### src/rtl/rr_encoder_arbiter_pkg.sv
// Shared constants, state encoding and helpers for the 8-way round-robin arbiter.
// Requester count and index width are fixed for this revision.
package rr_encoder_arbiter_pkg;

    localparam int N                = 8;
    localparam int IDX_W            = 3;
    localparam int DEFAULT_MAX_HOLD = 4;

    typedef enum logic {
        IDLE  = 1'b0,
        GRANT = 1'b1
    } arb_state_t;

    function automatic logic [N-1:0] onehot(input logic [IDX_W-1:0] idx);
        logic [N-1:0] v;
        v      = '0;
        v[idx] = 1'b1;
        return v;
    endfunction

endpackage

### src/rtl/rr_encoder_arbiter_pick.sv
// Combinational round-robin pick: rotate requests so ptr sits at bit 0,
// fixed-priority encode the lowest set bit, then rotate the index back.
module rr_priority_pick
    import rr_encoder_arbiter_pkg::*;
(
    input  logic [N-1:0]     req,
    input  logic [IDX_W-1:0] ptr,
    output logic             any,
    output logic [IDX_W-1:0] win_idx
);

    logic [2*N-1:0]   req_dbl;
    logic [N-1:0]     req_rot;
    logic [IDX_W-1:0] off;

    always_comb begin
        req_dbl = {req, req};
        req_rot = N'(req_dbl >> ptr);
        off     = '0;
        for (int i = N - 1; i >= 0; i--) begin
            if (req_rot[i]) begin
                off = IDX_W'(i);
            end
        end
        any     = |req;
        // IDX_W-bit add wraps mod N because N is a power of two
        win_idx = off + ptr;
    end

endmodule

### src/rtl/rr_encoder_arbiter.sv
// Round-robin arbiter for 8 requesters with registered one-hot grant, encoded
// index and a hold-time limit that preempts a holder while others are waiting.
//
// state | meaning
// IDLE  | no grant driven; arbitrate among requests when enabled
// GRANT | gnt/gnt_idx hold the current owner; watch release, enable, hold limit
module rr_encoder_arbiter
    import rr_encoder_arbiter_pkg::*;
#(
    parameter int MAX_HOLD = DEFAULT_MAX_HOLD
) (
    input  logic             clk,
    input  logic             rst_n,
    input  logic             en,
    input  logic [N-1:0]     req,
    output logic [N-1:0]     gnt,
    output logic [IDX_W-1:0] gnt_idx,
    output logic             gnt_valid,
    output logic             preempt
);

    localparam int HOLD_W = (MAX_HOLD > 2) ? $clog2(MAX_HOLD) : 1;
    localparam logic [HOLD_W-1:0] HOLD_LAST = (MAX_HOLD > 0) ? HOLD_W'(MAX_HOLD - 1) : '0;
    localparam logic HOLD_EN = (MAX_HOLD != 0);

    arb_state_t       state;
    logic [IDX_W-1:0] ptr;
    logic [HOLD_W-1:0] hold_cnt;
    logic             any;
    logic [IDX_W-1:0] win_idx;
    logic             others_req;
    logic             timeout;

    rr_priority_pick u_pick (
        .req     (req),
        .ptr     (ptr),
        .any     (any),
        .win_idx (win_idx)
    );

    assign others_req = |(req & ~gnt);
    assign timeout    = HOLD_EN && (hold_cnt == HOLD_LAST) && others_req;

    always_ff @(posedge clk or negedge rst_n) begin
        if (!rst_n) begin
            state     <= IDLE;
            ptr       <= '0;
            hold_cnt  <= '0;
            gnt       <= '0;
            gnt_idx   <= '0;
            gnt_valid <= 1'b0;
            preempt   <= 1'b0;
        end else begin
            preempt <= 1'b0;
            case (state)
                IDLE: begin
                    if (en && any) begin
                        gnt       <= onehot(win_idx);
                        gnt_idx   <= win_idx;
                        gnt_valid <= 1'b1;
                        hold_cnt  <= '0;
                        state     <= GRANT;
                    end
                end
                GRANT: begin
                    // Every grant end goes through IDLE, giving a one-cycle bus turnaround
                    if (!en || !req[gnt_idx] || timeout) begin
                        gnt       <= '0;
                        gnt_idx   <= '0;
                        gnt_valid <= 1'b0;
                        ptr       <= gnt_idx + IDX_W'(1);
                        preempt   <= en && req[gnt_idx];
                        state     <= IDLE;
                    end else if (hold_cnt != HOLD_LAST) begin
                        hold_cnt <= hold_cnt + HOLD_W'(1);
                    end
                end
                default: state <= IDLE;
            endcase
        end
    end

endmodule
### config.mk
export PLATFORM = sky130hd
export DESIGN_NAME = rr_encoder_arbiter
export DESIGN_NICKNAME = d
export VERILOG_FILES = /design/src/rtl/rr_encoder_arbiter_pkg.sv /design/src/rtl/rr_encoder_arbiter_pick.sv /design/src/rtl/rr_encoder_arbiter.sv
export SDC_FILE = /design/constraint.sdc
export NUM_CORES = 1
export LEC_CHECK = 0
export ABC_AREA = 0
export ABC_CLOCK_PERIOD_IN_PS = 4100
export CAP_MARGIN = 20
export CORE_AREA = 10 10 67 69
export DETAILED_ROUTE_END_ITERATION = 6
export DIE_AREA = 0 0 77 79
export GPL_ROUTABILITY_DRIVEN = 0
export GPL_TIMING_DRIVEN = 0
export PLACE_DENSITY = 0.77
export SLEW_MARGIN = 10
export SYNTH_ARGS = -nofsm -noshare
export SYNTH_HDL_FRONTEND = slang
export SYNTH_SLANG_ARGS = --single-unit
### constraint.sdc
create_clock -name clk -period 4.1 [get_ports clk]
set_clock_uncertainty 0.1 [all_clocks]
set_input_delay 0.82 -clock clk [delete_from_list [all_inputs] [get_ports clk]]
set_output_delay 0.82 -clock clk [all_outputs]
set_load 0.05 [all_outputs]
==> results by group <==
Critical path
  • CP most frequent cell: xnor2_2
  • Reg2Reg Depth: 13
  • Setup crit end: gnt[6]$_DFFE_PN0P_
  • Flop2flop setup slack: 0.53 ns
  • Critical Path Start Type: input port
  • Critical Path Max Stage Delay: 0.46 ns
  • Worst Path Required: 4.19 ns
  • Worst path cell trace: clkdlybuf4s50_1 -> buf_2 -> nor2b_1 -> o32ai_1 -> a2111oi_1 -> nor2_1 -> a32o_1 -> o221ai_2 -> ha_1 -> inv_1 -> fa_1 -> xnor2_2 -> xnor2_2 -> a22o_1
  • Critical path's slowest cell: clkdlybuf4s50_1
  • Critical Path AT: 4.05 ns
  • Reg2reg start: ptr[1]$_DFFE_PN0P_
  • Critical Path End Type: register
  • CP max FO: 10
  • WS Path Type: input port to register
  • R2R Path End: gnt[6]$_DFFE_PN0P_
  • Crit path launch: req[0]

Power and ir drop
  • Leak Pwr: 0.8192 nW
  • Comb pwr share: 73.5%
  • Max VDD drop: 0.0005468 V
  • PwrDens: 745.7 nW/µm²
  • Seq pwr share: 20.2%
  • Int Pwr: 0.7441 mW
  • Sw Share: 50.31%
  • Switching pwr: 0.7534 mW
  • Clock power frac: 6.4%

Synthesis
  • Seq/Total Area, Yosys: 28.36%
  • Synth async-reset ratio: 100.0%
  • Seq cells post-synth: 19
  • Warnings, synthesis: 0
  • Prevailing post-synth register cell: dfrtp_1
  • Syn nets: 203
  • Synth cell types: 47
  • Netlist Area Pre-Place: 1677 µm²
  • Cells after synthesis: 188
  • Number of synthesized flops with an enable pin: 0
  • Mean area per synthesized cell: 8.918 µm²

Die
  • Initial Utilization: 51.88%
  • Horiz. Die Dim: 77 µm
  • Core area: 3232 µm²
  • Die Y: 79 µm
  • Rows: 21
  • I/O pin cnt: 24
  • Die area: 6083 µm²

Drt
  • Vias: 1,614
  • Post-route ant nets: 0
  • Drt via density: 6.256
  • Drt drc: 0
  • 1st-pass router iterations: 4
  • Routed length per instance: 18.33 µm
  • 1st-iter DRT viols: 181
  • Total wire length: 4730 µm

Worst hold path
  • HP Class: register to register
  • Hold Path Cell Cnt: 2

Global routing
  • Largest net degree at the start of global routing: 20
  • M1 GR Usage: 19.14%
  • Busiest grt layer: met2
  • Vias in the first global route: 1,694
  • First-pass GRT wire length: 8086 µm
  • Initial antenna violation count: 0
  • Global route overflow: 0
  • Tot GR Track Use: 15.48%
  • M2 GR Usage: 25.04%
  • Global Route met3 Usage: 4.505%

STA
  • Slew Limit Fails: 0
  • # setup viols final: 0
  • Endpoints failing hold: 0
  • Period minus WS final: 3.965 ns
  • Slew margin rel.: 44.40%
  • Max Freq: 252.2 MHz
  • Worst-Margin Slew: 0.8314 ns
  • Hold WS: 0.4099 ns
  • Final Cycle Share: 96.70%

Finish
  • Fraction of layout cells with a size suffix above 1: 19.34%
  • Core Util, Final: 62.14%
  • Most frequent cells in the layout: clkdlybuf4s50_1 (20), dfrtp_1 (19), nor3_1 (18)
  • P&R area growth vs syn: 19.78%
  • Commonest non-fill, non-tap cell in the layout: clkdlybuf4s50_1
  • Antenna cells: 0
  • Final-stage net count: 228

Placement
  • I/O Buffers: 20
  • Final HPWL DP: 3437 µm

Flow run
  • Total of max-cap violations: 0

Clock network
  • Clk buf depth: 2
  • Post-CTS setup buffer count: 0
  • Hold bufs inserted after CTS: 0
  • Worst-Skew Late Latency: 0.30 ns
  • Clock root buffer: clkbuf_4
  • TritonCTS buffer count: 3
  • Num Clock Sinks: 19
  • CTS tree: done
  • Clk slew on worst S/H paths: 0.12 ns
  • H-tree Lvls: 1

Status
  • Outcome: finished clean
==> per-stage QoR <==
step | power, mW | setup WS, ns | area (µm²) | instances | setup TNS [ns]
3_3_place_gp | 1.288 | -0.1494 | 1934 | 254 | -1.124
3_5_place_dp | 1.320 | -0.3151 | 1934 | 254 | -2.541
2_1_floorplan | 1.082 | 0.6688 | 1677 | 188 | 0
4_1_cts | 1.421 | -0.03135 | 1962 | 258 | -0.07671
5_1_grt | 1.618 | -0.1263 | 2008 | 258 | -0.8156
6_report | 1.497 | 0.1353 | 2008 | 258 | 0
==> power by group through the flow <==
stage	Clock [mW]	Combinational [mW]	Sequential, mW
global placement	0	0.987	0.301
CTS	0.0962	1.02	0.300
finish	0.0952	1.10	0.302
detailed placement	0	1.02	0.304
floorplan	0	0.707	0.375
global route	0.108	1.20	0.310
==> worst min path at each step <==
stage	to	startpoint	slack, ns
after floorplan	gnt[0]$_DFFE_PN0P_	rst_n	0.42
after global placement	gnt_valid$_DFFE_PN0P_	gnt_valid$_DFFE_PN0P_	0.37
after detailed placement	gnt_valid$_DFFE_PN0P_	gnt_valid$_DFFE_PN0P_	0.38
after CTS	gnt_valid$_DFFE_PN0P_	gnt_valid$_DFFE_PN0P_	0.42
after global routing	gnt_valid$_DFFE_PN0P_	gnt_valid$_DFFE_PN0P_	0.46
final	gnt_valid$_DFFE_PN0P_	gnt_valid$_DFFE_PN0P_	0.41
==> routing by layer <==
layer / wire, µm / part of all wire, %
met1: 2027 / 43
met2: 2304 / 49
met3: 387 / 8.2
met4: 9 / 0.19
met5: 0 / 0
==> final cells by class <==
class,count,area (µm²)
Fill cell,279,1224
Multi-Input combinational cell,143,1105
Sequential cell,19,475.5
Timing Repair Buffer,20,200.2
Buffer,15,101.3
Tap cell,46,57.56
Inverter,11,41.29
Clock buffer,3,22.52
Clock inverter,1,5.005
==> Yosys cell counts (3+ instances only) <==
cell | number | area (µm²)
dfrtp_1 | 19 | 475.5
mux2i_1 | 7 | 70.07
nor3_2 | 3 | 30.03
nor3_1 | 18 | 90.09
nand3_1 | 3 | 15.01
o2bb2ai_1 | 3 | 26.28
mux2_2 | 3 | 33.78
nand2b_1 | 5 | 31.28
nor3b_1 | 5 | 37.54
nand2_1 | 14 | 52.55
o21ai_0 | 6 | 30.03
nor2b_1 | 5 | 31.28
a21oi_1 | 5 | 25.02
ha_1 | 3 | 37.54
nor3b_2 | 6 | 75.07
o22ai_1 | 3 | 18.77
nor4_1 | 9 | 56.30
buf_2 | 9 | 45.04
xnor2_1 | 4 | 35.03
inv_1 | 11 | 41.29
a22o_1 | 8 | 70.07
nor2_1 | 6 | 22.52
==> kinds of logic after synthesis <==
group	after synthesis	synth area share (%)
AO/OA/AOI/OAI	44	20.15
adder cells (fa/ha/maj)	4	3.433
buffers and inverters	26	7.835
XOR/XNOR	5	2.612
multiplexers	12	8.880
flip-flops	19	28.36
AND/OR/NAND/NOR	78	28.73
==> what timing repair did <==
item	in CTS	in global routing
pin swaps	0	2
setup endpoints to repair	4	9
gates resized for setup	0	11
==> sequential cells by signal (all words and copies together), names as in the netlist <==
name	flops
gnt_idx	3
ptr	3
preempt	1
state	1
gnt	8
gnt_valid	1
hold_cnt	2
==> critical path: cells and delay by family <==
family | cells | cell delay (ns)
xor+xnor | 2 | 0.48
fa+ha+maj | 2 | 0.58
compound gates | 5 | 1.23
buf+inv | 3 | 0.72
simple gates | 2 | 0.21
Note: power is estimated with default switching activity, not from simulation.
